## config.mk

```make
export PLATFORM = sky130hd
export DESIGN_NAME = dmem_arbiter
export DESIGN_NICKNAME = d
export VERILOG_FILES = /design/src/rtl/dmem_arbiter.sv
export SDC_FILE = /design/constraint.sdc
export NUM_CORES = 1
export LEC_CHECK = 0
export CORE_ASPECT_RATIO = 1.1
export CORE_MARGIN = 8
export CORE_UTILIZATION = 31
export CTS_CLUSTER_SIZE = 10
export DETAILED_ROUTE_END_ITERATION = 12
export PLACE_DENSITY = 0.81
export RECOVER_POWER = 50
export SKIP_CTS_REPAIR_TIMING = 1
export SLEW_MARGIN = 10
export SYNTH_ARGS = -nofsm -noshare
export SYNTH_HDL_FRONTEND = slang
export SYNTH_SLANG_ARGS = --single-unit
```

## constraint.sdc

```tcl
create_clock -name Clk -period 2.21 [get_ports Clk]
set_input_delay 0.5525 -clock Clk [delete_from_list [all_inputs] [get_ports Clk]]
set_output_delay 0.5525 -clock Clk [all_outputs]
set_load 0.01 [all_outputs]
```

## src/rtl/dmem_arbiter.sv

```systemverilog
// Round-robin arbiter sharing the 256x8 data memory between port A and port B.
// Define DMEM_ARB_CLEAR_EN to compile in the clear-sweep engine (SWEEP state, Cnt, Busy/Done).
module dmem_arbiter #(
    parameter logic [7:0] CLEAR_VALUE = 8'h00
) (
    input  logic       Clk,
    input  logic       Reset,
    input  logic       AReq,
    input  logic       AWrite,
    input  logic [7:0] AAddr,
    input  logic [7:0] AWData,
    output logic       AGnt,
    output logic [7:0] ARData,
    output logic       ARValid,
    input  logic       BReq,
    input  logic       BWrite,
    input  logic [7:0] BAddr,
    input  logic [7:0] BWData,
    output logic       BGnt,
    output logic [7:0] BRData,
    output logic       BRValid,
    input  logic       Clear,
    output logic       Busy,
    output logic       Done,
    output logic       MemWriteEn,
    output logic [7:0] MemAddr,
    output logic [7:0] MemDataIn,
    input  logic [7:0] MemDataOut
);

    logic       last_q;      // 1 = port B won the most recent grant
    logic       last_d;
    logic       a_rvalid_q;
    logic       b_rvalid_q;
    logic [7:0] a_rdata_q;
    logic [7:0] b_rdata_q;
    logic       sweep;
    logic [7:0] sweep_addr;

`ifdef DMEM_ARB_CLEAR_EN
    typedef enum logic {IDLE, SWEEP} state_t;

    state_t     state_q;
    logic [7:0] cnt_q;
    logic       done_q;

    assign sweep      = (state_q == SWEEP);
    assign sweep_addr = cnt_q;
    assign Busy       = sweep;
    assign Done       = done_q;
`else
    logic unused_clear;

    assign unused_clear = Clear;
    assign sweep        = 1'b0;
    assign sweep_addr   = 8'h00;
    assign Busy         = 1'b0;
    assign Done         = 1'b0;
`endif

    // A tie goes to whichever port did not win last; a lone requester always wins.
    assign AGnt   = !Reset && !sweep && AReq && (!BReq || last_q);
    assign BGnt   = !Reset && !sweep && BReq && (!AReq || !last_q);
    assign last_d = (AGnt || BGnt) ? BGnt : last_q;

    assign ARData  = a_rdata_q;
    assign BRData  = b_rdata_q;
    assign ARValid = a_rvalid_q;
    assign BRValid = b_rvalid_q;

    always_comb begin
        // NOTE: every output gets a default before the branches, so no path can infer a latch.
        MemWriteEn = 1'b0;
        MemAddr    = 8'h00;
        MemDataIn  = 8'h00;
        if (!Reset && sweep) begin
            MemWriteEn = 1'b1;
            MemAddr    = sweep_addr;
            MemDataIn  = CLEAR_VALUE;
        end else if (AGnt) begin
            MemWriteEn = AWrite;
            MemAddr    = AAddr;
            MemDataIn  = AWData;
        end else if (BGnt) begin
            MemWriteEn = BWrite;
            MemAddr    = BAddr;
            MemDataIn  = BWData;
        end
    end

    // NOTE: all state is updated with non-blocking assignments so every register samples pre-edge values.
    always_ff @(posedge Clk) begin
        if (Reset) begin
            last_q     <= 1'b1;
            a_rvalid_q <= 1'b0;
            b_rvalid_q <= 1'b0;
            a_rdata_q  <= 8'h00;
            b_rdata_q  <= 8'h00;
`ifdef DMEM_ARB_CLEAR_EN
            state_q    <= IDLE;
            cnt_q      <= 8'h00;
            done_q     <= 1'b0;
`endif
        end else begin
            last_q     <= last_d;
            a_rvalid_q <= AGnt && !AWrite;
            b_rvalid_q <= BGnt && !BWrite;
            if (AGnt && !AWrite) a_rdata_q <= MemDataOut;
            if (BGnt && !BWrite) b_rdata_q <= MemDataOut;
`ifdef DMEM_ARB_CLEAR_EN
            done_q <= 1'b0;
            case (state_q)
                IDLE: begin
                    if (Clear) begin
                        state_q <= SWEEP;
                        cnt_q   <= 8'h00;
                    end
                end
                SWEEP: begin
                    cnt_q <= cnt_q + 8'h01;
                    // The write to address 255 lands on this edge; Done shows in the first IDLE cycle.
                    if (cnt_q == 8'hFF) begin
                        state_q <= IDLE;
                        done_q  <= 1'b1;
                    end
                end
                default: state_q <= IDLE;
            endcase
`endif
        end
    end

endmodule

```

# Word level (Yosys, flattened, before mapping)
# Index checks and enable logic that the tools add are counted.
# op_classes
reduce_logical,15
muxes,6
# op_table
op,n
$mux 8,4
$logic_and 1x1->1,6
$logic_not 1->1,6
$logic_or 1x1->1,3
$mux 1,2
# totals
in_bits,47
regBits,19
output_inout_bits,39
wordCells,26

# Longest topological paths before layout
# depth
word_depth,5
depth_mapped,4

# Least setup slack after synthesis
# OpenSTA, ideal clock, no wires.
# synth_path
path_type,input port to output port
startpoint,input AReq
endpoint,output MemAddr[5]
arrival_ps,1512
slack_ps,145
t_required_ps,1657
path_buffers,1
cell_stages,4
path_cell_list,and2_1 > nor3_2 > buf_2 > a22o_1
# synth_via
elab_chain_cells,5
# synth_lines
element,line,text
"start, declared",8,"input logic AReq,"
$logic_not 1->1,63,assign BGnt = !Reset && !sweep && BReq && (!AReq || !last_q);
$logic_or 1x1->1,63,
$logic_and 1x1->1,63,
via BGnt,19,"output logic BGnt,"
$mux 8,84,end else if (BGnt) begin
$mux 8,80,end else if (AGnt) begin
"end, declared",26,"output logic [7:0] MemAddr,"
# The timed path passes the listed nets, and every way through them passes these cells.

# Worst setup path in the final report
# layout_path
startpoint,input AReq
endpoint,output MemAddr[3]
# layout_via
elab_chain_cells,5
# layout_lines
element,line
$logic_not 1->1,63
$logic_or 1x1->1,63
$logic_and 1x1->1,63
$mux 8,84
$mux 8 *,80
# Every way passes the cells marked *; elsewhere a longest branch is shown, timed or not.

==> impl_metrics.yaml <==
floorplan:
  rows: 21
  core_area_um2: 3020
  boundaryPins: 86
  start_util: 0.321
  fp.dieArea_um2: 5180
  chipHeight_um: 74.7
  dieWidth_um: 69.4
logic_synthesis:
  synth_area_leaders: "dfxtp_1, mux2_2, a22o_1, nor2b_1, nor4_4"
  synth_cells: 91
  synth_cell_types: 18
  async_flop_share: 0
  ys.flop_type: "dfxtp_1"
  ys_seq_area_frac: 0.392
  synth_area_per_cell_um2: 10.7
  ys_top_cells_by_count: "dfxtp_1, nor2b_1, a22o_1, mux2_2, buf_4"
  synth_top_cell_by_area: "dfxtp_1"
  yosysWarningCount: 0
  ys_ff_latch: 19
  yosysTopAreaCellShare: 0.392
  synth_edf_count: 0
  netlist_area_um2: 971
placed_design:
  io_buffers: 82
  place_congestion: 0.906
  placed_cell_area_um2: 1880
  hpwl_um: 3170
detailed_routing:
  drtAntennaViolNets: 0
  wire_per_inst_um: 17.6
  drc: 0
  wl_um: 3960
  routed_via_density: 4.92
  drt_first_pass_iters: 4
  initialDrtViolationCount: 16
  num_vias: 1108
setup_path:
  critical_path_required_ns: 1.66
  max_stage_delay_ns: 0.22
  crit_buf_inv: 4
  cpMaxStageDelayCell: "nor3_4"
  cp.arrival_ns: 1.61
  cp-end-kind: "output pin"
  cp-start-kind: "input pin"
  critPathTopFamily: "buffers and inverters"
  path_cells: "clkbuf_2 > and2_4 > nor3_4 > buf_6 > buf_4 > a22o_1 > dlymetal6s2s_1"
  path_max_fanout: 8
  path_class: "in2out"
clock_tree:
  cts.sinks: 19
  worstSkewPairLatency_ns: 0.29
  cts_root_buf: "clkbuf_4"
  cts_tree: "done"
  htree_levels: 1
  cts.clk_slew.worst_paths_ns: 0.10
  clock_path_buffers: 2
  cts_buffers: 3
global_route:
  grt_pass1_wl_um: 5870
  grt_max_degree: 19
  first_global_vias: 1149
  grt_util_all_layers: 0.138
  antenna_found_initial: 0
  grt_remaining_overflow: 0
sta:
  finalSetupViolations: 0
  finalCriticalPeriod_ns: 2.16
  hold_viol_final: 0
  slew_viol_final: 0
  setup-tns-final_ns: 0
  fmax_ghz: 0.463
  finalClockSkew_ns: 0.00555
  max_slew_margin: 0.642
  finalCritPeriodShare: 0.978
  worst_pin_slew_ns: 0.536
hold_path:
  hold_class: "reg2reg"
final_layout:
  final_area_um2: 1960
  fillers: 250
  antenna_cells: 0
  area_growth_pct: 102
  drive_above_1_share: 0.272
  nNetsFinal: 239
power:
  ir_drop_mv: 0.382
  p_leak_nw: 0.995
  power_density_nw_per_um2: 420
run:
  cap_viol_max_count: 0
run_status:
  status: "completed"
## cell usage in the layout (no fill, tap or decap), types with 2 or more instances in the layout
cell | Yosys | layout
a22o_1 | 16 | 16
buf_2 | 2 | 6
buf_4 | 3 | 11
buf_6 | 0 | 5
clkbuf_1 | 1 | 4
clkbuf_2 | 0 | 4
clkbuf_4 | 0 | 3
clkdlybuf4s50_1 | 0 | 55
conb_1 | 1 | 2
dfxtp_1 | 19 | 18
dlygate4sd3_1 | 0 | 5
dlymetal6s2s_1 | 0 | 12
inv_1 | 2 | 2
mux2_2 | 16 | 16
nor2_1 | 2 | 2
nor2b_1 | 19 | 18
## stage by stage
| stage | worst slack (ns) | power, mW | hold slack, ns | std cells | util |
|---|---|---|---|---|---|
| 6_report | 0.0486 | 0.824 | 0.580 | 225 | 0.649 |
| 4_1_cts | -0.656 | 0.830 | 0.614 | 217 | 0.632 |
| 3_3_place_gp | -0.609 | 0.654 | 0.553 | 213 | 0.624 |
| 5_1_grt | -0.0182 | 0.862 | 0.621 | 225 | 0.649 |
| 3_5_place_dp | -0.653 | 0.661 | 0.599 | 213 | 0.624 |
| 2_1_floorplan | 0.145 | 0.472 | 0.512 | 92 | - |
## power by group
part | switching, mW | leakage (nW) | internal [mW] | total [mW]
Sequential | 0.00929 | 0.155 | 0.360 | 0.369
Combinational | 0.102 | 0.825 | 0.180 | 0.282
Clock | 0.102 | 0.0150 | 0.0703 | 0.172
Total | 0.213 | 0.995 | 0.611 | 0.824
## cells by family after synthesis
kind of cell | Yosys count | share of synthesized area
AND/OR/NAND/NOR | 28 | 0.211
AO/OA/AOI/OAI | 18 | 0.158
flip-flops | 19 | 0.392
multiplexers | 16 | 0.186
buffers and inverters | 9 | 0.0490
other | 1 | 0.00386
## layer usage
| layer | share of wire | GRT usage |
|---|---|---|
| met2 | 0.46 | 0.245 |
| met3 | 0.13 | 0.0751 |
| met5 | 0 | 0 |
| met4 | 0.011 | 0.0273 |
| met1 | 0.39 | 0.142 |
## final timing paths
kind / endpoint / start / slack [ns] / cells past startpoint
setup reg to reg: ARData[3]$_SDFFE_PP0P_ / last_q$_SDFFE_PP1P_ / 0.51 / 4
hold reg to reg: last_q$_SDFFE_PP1P_ / last_q$_SDFFE_PP1P_ / 0.58 / 2
setup / recovery: MemAddr[3] / AReq / 0.05 / 7
hold / removal: last_q$_SDFFE_PP1P_ / last_q$_SDFFE_PP1P_ / 0.58 / 2
## sequential cells by signal, summed over array words and instances, names as in the netlist
signal	flops
BRData	8
last_q	1
ARValid	1
ARData	8
BRValid	1
## tightest hold or removal path: cells and delay by family (launching register included)
family	cells	cell delay (ns)
flops	1	0.37
compound gates	1	0.07
simple gates	1	0.11
## cell type report
type                       instances  area (µm²)  area share
clock buffer                       4        26.3      0.0134
inverter                           3        11.3     0.00574
multi-input combinational         64         548       0.280
sequential                        19         382       0.195
tap                               34        42.5      0.0217
timing repair buffer             101         951       0.485
Power figures use the tool's default switching activity.
